<file path="config.mk">
export PLATFORM = sky130hd
export DESIGN_NAME = mmio_bus_arbiter_flat
export DESIGN_NICKNAME = d
export VERILOG_FILES = /design/src/rtl/mmio_bus_arbiter_if.sv /design/src/rtl/mmio_bus_arbiter.sv /design/src/flat_wrapper.sv
export SDC_FILE = /design/constraint.sdc
export NUM_CORES = 1
export LEC_CHECK = 0
export CAP_MARGIN = 20
export CORE_ASPECT_RATIO = 1.75
export CORE_MARGIN = 1.5
export CORE_UTILIZATION = 35
export DETAILED_ROUTE_END_ITERATION = 16
export DONT_BUFFER_PORTS = 1
export PLACE_DENSITY = 0.59
export SETUP_SLACK_MARGIN = 0.02
export SLEW_MARGIN = 15
export SYNTH_ARGS = -nofsm -noshare
export SYNTH_HDL_FRONTEND = slang
export SYNTH_SLANG_ARGS = --single-unit
export TNS_END_PERCENT = 50
</file>
<file path="constraint.sdc">
create_clock -name clk -period 2.8 [get_ports clk]
set_clock_uncertainty 0.15 [all_clocks]
set_input_delay 0 -clock clk [delete_from_list [all_inputs] [get_ports clk]]
set_output_delay 0 -clock clk [all_outputs]
set_load 0.05 [all_outputs]
</file>
<file path="src/rtl/mmio_bus_arbiter_if.sv">
// mmio_bus_arbiter_if: two-master MMIO command/response bundle plus the shared slave port
interface mmio_bus_arbiter_if;
    logic        m0_req;
    logic        m0_we;
    logic [3:0]  m0_be;
    logic [31:0] m0_addr;
    logic [31:0] m0_wdata;
    logic [31:0] m0_rdata;
    logic        m0_done;
    logic        m1_req;
    logic        m1_we;
    logic [3:0]  m1_be;
    logic [31:0] m1_addr;
    logic [31:0] m1_wdata;
    logic [31:0] m1_rdata;
    logic        m1_done;
    logic        s_we;
    logic [3:0]  s_be;
    logic [31:0] s_addr;
    logic [31:0] s_wdata;
    logic [31:0] s_rdata;
    logic        busy;
    logic [15:0] m0_cnt;
    logic [15:0] m1_cnt;

    modport slave (
        input  m0_req, m0_we, m0_be, m0_addr, m0_wdata,
        input  m1_req, m1_we, m1_be, m1_addr, m1_wdata,
        input  s_rdata,
        output m0_rdata, m0_done, m1_rdata, m1_done,
        output s_we, s_be, s_addr, s_wdata,
        output busy, m0_cnt, m1_cnt
    );

    modport master (
        output m0_req, m0_we, m0_be, m0_addr, m0_wdata,
        output m1_req, m1_we, m1_be, m1_addr, m1_wdata,
        output s_rdata,
        input  m0_rdata, m0_done, m1_rdata, m1_done,
        input  s_we, s_be, s_addr, s_wdata,
        input  busy, m0_cnt, m1_cnt
    );
endinterface

</file>
<file path="src/rtl/mmio_bus_arbiter.sv">
// mmio_bus_arbiter: serialises two masters onto one MMIO slave port, parking the bus when idle
module mmio_bus_arbiter #(
    parameter logic [31:0] IDLE_ADDR     = 32'h0000_0000,
    parameter bit          M0_FIXED_PRIO = 1'b0
) (
    input logic             clk,
    input logic             rst,
    mmio_bus_arbiter_if.slave bus
);
    typedef enum logic [1:0] {IDLE, ACCESS, RESP} state_t;

    state_t      state_q;
    logic        cur_q;
    logic        last_gnt_q;
    logic        s_we_q;
    logic [3:0]  s_be_q;
    logic [31:0] s_addr_q;
    logic [31:0] s_wdata_q;
    logic [31:0] m0_rdata_q;
    logic [31:0] m1_rdata_q;
    logic        m0_done_q;
    logic        m1_done_q;
    logic        busy_q;
    logic [15:0] m0_cnt_q;
    logic [15:0] m1_cnt_q;
    logic        req0_d;
    logic        req1_d;
    logic        gnt_d;
    logic        win_d;

    // Eligible requests: both in IDLE, only the non-completing master in RESP
    always_comb begin
        req0_d = bus.m0_req & ((state_q == IDLE) | ((state_q == RESP) & cur_q));
        req1_d = bus.m1_req & ((state_q == IDLE) | ((state_q == RESP) & ~cur_q));
        gnt_d  = req0_d | req1_d;
        win_d  = req1_d & (~req0_d | (~M0_FIXED_PRIO & ~last_gnt_q));
    end

    // Arbitration FSM; the s_* command defaults back to the parked values every cycle
    always_ff @(posedge clk) begin
        if (rst) begin
            state_q    <= IDLE;
            cur_q      <= 1'b0;
            last_gnt_q <= 1'b1;
            s_we_q     <= 1'b0;
            s_be_q     <= 4'h0;
            s_addr_q   <= IDLE_ADDR;
            s_wdata_q  <= 32'h0;
            m0_rdata_q <= 32'h0;
            m1_rdata_q <= 32'h0;
            m0_done_q  <= 1'b0;
            m1_done_q  <= 1'b0;
            busy_q     <= 1'b0;
            m0_cnt_q   <= 16'h0;
            m1_cnt_q   <= 16'h0;
        end else begin
            m0_done_q <= 1'b0;
            m1_done_q <= 1'b0;
            s_we_q    <= 1'b0;
            s_be_q    <= 4'h0;
            s_addr_q  <= IDLE_ADDR;
            s_wdata_q <= 32'h0;
            if (state_q == ACCESS) begin
                state_q    <= RESP;
                busy_q     <= 1'b1;
                last_gnt_q <= cur_q;
                if (cur_q) begin
                    m1_done_q <= 1'b1;
                    m1_cnt_q  <= m1_cnt_q + {15'd0, m1_cnt_q != 16'hFFFF};
                    if (!s_we_q) m1_rdata_q <= bus.s_rdata;
                end else begin
                    m0_done_q <= 1'b1;
                    m0_cnt_q  <= m0_cnt_q + {15'd0, m0_cnt_q != 16'hFFFF};
                    if (!s_we_q) m0_rdata_q <= bus.s_rdata;
                end
            end else if (gnt_d) begin
                state_q   <= ACCESS;
                busy_q    <= 1'b1;
                cur_q     <= win_d;
                s_we_q    <= win_d ? bus.m1_we    : bus.m0_we;
                s_be_q    <= win_d ? bus.m1_be    : bus.m0_be;
                s_addr_q  <= win_d ? bus.m1_addr  : bus.m0_addr;
                s_wdata_q <= win_d ? bus.m1_wdata : bus.m0_wdata;
            end else begin
                state_q <= IDLE;
                busy_q  <= 1'b0;
            end
        end
    end

    assign bus.s_we     = s_we_q;
    assign bus.s_be     = s_be_q;
    assign bus.s_addr   = s_addr_q;
    assign bus.s_wdata  = s_wdata_q;
    assign bus.m0_rdata = m0_rdata_q;
    assign bus.m1_rdata = m1_rdata_q;
    assign bus.m0_done  = m0_done_q;
    assign bus.m1_done  = m1_done_q;
    assign bus.busy     = busy_q;
    assign bus.m0_cnt   = m0_cnt_q;
    assign bus.m1_cnt   = m1_cnt_q;
endmodule
</file>
<file path="src/flat_wrapper.sv">
// flat-port wrapper written by rule: the top's interface ports become plain ports
module mmio_bus_arbiter_flat 
#(
    parameter logic [31:0] IDLE_ADDR     = 32'h0000_0000,
    parameter bit          M0_FIXED_PRIO = 1'b0
)
  (clk, rst, bus_m0_req, bus_m0_we, bus_m0_be, bus_m0_addr, bus_m0_wdata, bus_m1_req, bus_m1_we, bus_m1_be, bus_m1_addr, bus_m1_wdata, bus_s_rdata, bus_m0_rdata, bus_m0_done, bus_m1_rdata, bus_m1_done, bus_s_we, bus_s_be, bus_s_addr, bus_s_wdata, bus_busy, bus_m0_cnt, bus_m1_cnt);
  mmio_bus_arbiter_if bus_i ();
  input logic clk;
  input logic rst;
  input wire logic [$bits(bus_i.m0_req)-1:0] bus_m0_req;
  input wire logic [$bits(bus_i.m0_we)-1:0] bus_m0_we;
  input wire logic [$bits(bus_i.m0_be)-1:0] bus_m0_be;
  input wire logic [$bits(bus_i.m0_addr)-1:0] bus_m0_addr;
  input wire logic [$bits(bus_i.m0_wdata)-1:0] bus_m0_wdata;
  input wire logic [$bits(bus_i.m1_req)-1:0] bus_m1_req;
  input wire logic [$bits(bus_i.m1_we)-1:0] bus_m1_we;
  input wire logic [$bits(bus_i.m1_be)-1:0] bus_m1_be;
  input wire logic [$bits(bus_i.m1_addr)-1:0] bus_m1_addr;
  input wire logic [$bits(bus_i.m1_wdata)-1:0] bus_m1_wdata;
  input wire logic [$bits(bus_i.s_rdata)-1:0] bus_s_rdata;
  output wire logic [$bits(bus_i.m0_rdata)-1:0] bus_m0_rdata;
  output wire logic [$bits(bus_i.m0_done)-1:0] bus_m0_done;
  output wire logic [$bits(bus_i.m1_rdata)-1:0] bus_m1_rdata;
  output wire logic [$bits(bus_i.m1_done)-1:0] bus_m1_done;
  output wire logic [$bits(bus_i.s_we)-1:0] bus_s_we;
  output wire logic [$bits(bus_i.s_be)-1:0] bus_s_be;
  output wire logic [$bits(bus_i.s_addr)-1:0] bus_s_addr;
  output wire logic [$bits(bus_i.s_wdata)-1:0] bus_s_wdata;
  output wire logic [$bits(bus_i.busy)-1:0] bus_busy;
  output wire logic [$bits(bus_i.m0_cnt)-1:0] bus_m0_cnt;
  output wire logic [$bits(bus_i.m1_cnt)-1:0] bus_m1_cnt;
  assign bus_i.m0_req = bus_m0_req;
  assign bus_i.m0_we = bus_m0_we;
  assign bus_i.m0_be = bus_m0_be;
  assign bus_i.m0_addr = bus_m0_addr;
  assign bus_i.m0_wdata = bus_m0_wdata;
  assign bus_i.m1_req = bus_m1_req;
  assign bus_i.m1_we = bus_m1_we;
  assign bus_i.m1_be = bus_m1_be;
  assign bus_i.m1_addr = bus_m1_addr;
  assign bus_i.m1_wdata = bus_m1_wdata;
  assign bus_i.s_rdata = bus_s_rdata;
  assign bus_m0_rdata = bus_i.m0_rdata;
  assign bus_m0_done = bus_i.m0_done;
  assign bus_m1_rdata = bus_i.m1_rdata;
  assign bus_m1_done = bus_i.m1_done;
  assign bus_s_we = bus_i.s_we;
  assign bus_s_be = bus_i.s_be;
  assign bus_s_addr = bus_i.s_addr;
  assign bus_s_wdata = bus_i.s_wdata;
  assign bus_busy = bus_i.busy;
  assign bus_m0_cnt = bus_i.m0_cnt;
  assign bus_m1_cnt = bus_i.m1_cnt;
  mmio_bus_arbiter #(.IDLE_ADDR(IDLE_ADDR), .M0_FIXED_PRIO(M0_FIXED_PRIO)) u_core (.clk(clk), .rst(rst), .bus(bus_i));
endmodule
</file>
==> flow_summary.yaml <==
outcome:
  outcome: "completed"
power:
  clock_power_share_pct: 38.2
  p_sw_mw: 1.81
  vdd_ir_drop_max_mv: 0.352
  pwr-share-seq_pct: 51.0
  leakage_nw: 3.75
  p_int_mw: 4.13
  swShare_pct: 30.5
  pwr_density_cell_nw_per_um2: 641
  p_comb_share_pct: 10.8
route:
  routedWlPerCell_um: 17.8
  drc_errors: 0
  vias_per_cell: 5.00
  vias: 6094
  drtIter0Drc: 317
  drt_wl_total_um: 21700
  drtPass1Iterations: 5
  ant_nets: 0
die:
  top_level_ports: 342
  core_um2: 18100
  die_y_um: 184
  start_util_pct: 35.9
  dieWidth_um: 106
  design.die.area_um2: 19500
  rows: 65
worst_setup_path:
  cp_cell_sequence: "buf_4, inv_1, and2_1, o21a_1, dlygate4sd3_1, a211oi_1, dlygate4sd3_1"
  required_ns: 3.01
  path_class: "reg -> reg"
  slowest_stage: "dlygate4sd3_1"
  cp_common_cell: "dlygate4sd3_1"
  r2r_cells: 7
  path_max_fanout: 12
  endpoint_kind: "register"
  start_kind: "register"
  cpPeakStageDelay_ns: 0.57
  critPathArrivalTime_ns: 2.80
  crit_family: "buffers and inverters"
  cp.depth: 7
  cp_num_buf_inv: 4
synth:
  ys_seq_area_share_pct: 52.8
  synth_edf_count: 0
  async_flop_share_pct: 0
  syn-num-nets: 963
  syn-cell-area_um2: 6520
  ys_warn_count: 0
  synth.avg_cell_area_um2: 8.30
  ys.flop_type: "dfxtp_1"
  ys_ff_latch: 172
  syn_inst: 785
  synth_cell_types: 47
finish:
  layout_common_cells: "nand2_1 (279), dlygate4sd3_1 (179), dfxtp_1 (171)"
  final_layout_size_suffix_gt1_share_pct: 10.5
  nets: 1151
  final_cells: 1220
  area.growth.synth_to_final_pct: 42.2
  final_common_cell: "nand2_1"
clocking:
  clk_pin_slew_ns: 0.07
  cts_setup_buffers: 0
  tritoncts: "done"
  htreeDepth: 4
  numClockSinks: 172
  clk_latency_ns: 0.42
  numCtsBuffers: 17
  clk_path_buf_depth: 2
  cts_root_buffer: "clkbuf_16"
sta:
  maxSlewHeadroom_pct: 56.3
  fmax_mhz: 387
  hold_viol: 0
  fin_setup_tns_ns: 0
  slew_viol_final: 0
  fin_crit_sh_pct: 92.3
  setup_slack_ns: 0.215
  finalSetupViolCount: 0
  finalCriticalPeriod_ns: 2.58
  worst_pin_slew_ns: 0.654
  rsz0062_at_grt: "false"
global_routing:
  grt_max_degree: 105
  first_global_vias: 6165
  grt_usage_pct: 21.8
  overflow: 0
  grt_pass1_wl_um: 32500
  antenna_found_initial: 2
place:
  dpl.hpwl_um: 14300
  gp_congestion: 0.830
  portBuffers: 0
  dp_cells: 1008
  place_ws_ns: 0.512
hold_path:
  hp-class: "in -> reg"
  hold_depth: 3
run:
  cap_violations: 0
-- layout make-up --
| type | count | area [um^2] |
|---|---|---|
| clock buffer | 18 | 439 |
| antenna | 2 | 5.00 |
| tap | 234 | 293 |
| sequential | 172 | 3440 |
| clock inverter | 12 | 116 |
| inverter | 8 | 30.0 |
| multi-input combinational | 554 | 2780 |
| fill | 1607 | 8870 |
| timing repair buffer | 220 | 2160 |
-- timing repair --
action                                  in CTS  in global routing
hold buffers                               180                  0
endpoints found under the setup margin       0                  7
hold endpoints to repair                   171                  0
resized for setup                            0                  4
-- cells in the mapped netlist, types with 2 or more instances --
library cell  count  area (um^2)
nand2_1         279         1050
dfxtp_1         172         3440
a21oi_1         138          691
clkbuf_1         28          105
nor2_1           23         86.3
a21oi_2          12          105
buf_6            11          124
nand4_1          10         62.6
o21ai_0          10         50.1
buf_2             8         40.0
inv_1             8         30.0
nand3_1           8         40.0
xnor2_1           8         70.1
xor2_1            8         70.1
or3_1             6         37.5
buf_4             4         30.0
ha_1              4         50.1
nand2b_1          4         25.0
nor3_1            4         20.0
nor4_1            4         25.0
or4_1             4         30.0
a31o_2            3         26.3
o31ai_1           3         22.5
and2_1            2         12.5
mux2i_1           2         20.0
-- registers in the layout (all words and copies together) (netlist names) --
signal and flops:
u_core.bus.busy 1, u_core.bus.s_we 1, u_core.cur_q 1, u_core.bus.m1_done 1
u_core.state_q 2, u_core.bus.s_addr 32, u_core.bus.s_wdata 32, u_core.last_gnt_q 1
u_core.bus.m0_rdata 32, u_core.bus.m1_rdata 32, u_core.bus.m0_done 1, u_core.bus.s_be 4
u_core.bus.m1_cnt 16, u_core.bus.m0_cnt 16
-- metal layers --
metal	vias to the layer above	track usage (%)	part of all wire, %	wire length, um
met5	-	0	0	0
met4	0	11.4	4.0	876
met3	40	8.58	10	2240
met2	300	40.8	52	11300
met1	2791	19.7	34	7300
li1	2963	-	-	-
-- tightest hold or removal path, stage by stage --
cell and delay, ns:
nand2_1 0.04, a21oi_1 0.05, dlygate4sd3_1 0.54
-- path summary, 6_finish.rpt --
check	startpoint	endpoint	slack, ns
setup / recovery	u_core.cur_q	u_core.cur_q	0.22
hold / removal	bus_m0_wdata[6]	u_core.bus.s_wdata[6]	0.11
setup reg to reg	u_core.cur_q	u_core.cur_q	0.22
hold reg to reg	u_core.last_gnt_q	u_core.last_gnt_q	0.35
-- stage by stage --
stage / hold WS (ns) / instance area (um^2) / utilization [%] / total power, mW
floorplan: -0.0168 / 6520 / - / 3.37
global placement: -0.0739 / 6850 / 37.8 / 3.44
detailed placement: -0.0710 / 6870 / 37.9 / 3.45
CTS: 0.0826 / 9250 / 51.0 / 5.99
global route: 0.0955 / 9270 / 51.1 / 6.18
finish: 0.109 / 9270 / 51.1 / 5.94
-- power by group through the flow --
stage	Sequential (mW)	Combinational, mW	Clock, mW
floorplan	3.05	0.317	0
CTS	3.03	0.621	2.34
global placement	3.09	0.356	0
global route	3.04	0.696	2.44
finish	3.03	0.640	2.27
detailed placement	3.08	0.367	0
-- kinds of logic after synthesis --
logic type               count (synthesis)  synth area share (%)
AO/OA/AOI/OAI                          170                  14.3
XOR/XNOR                                16                  2.15
adder cells (fa/ha/maj)                  4                 0.768
buffers and inverters                   59                  5.05
flip-flops                             172                  52.8
multiplexers                             2                 0.307
AND/OR/NAND/NOR                        362                  24.6
No activity file was read; power rests on OpenSTA's default activity.
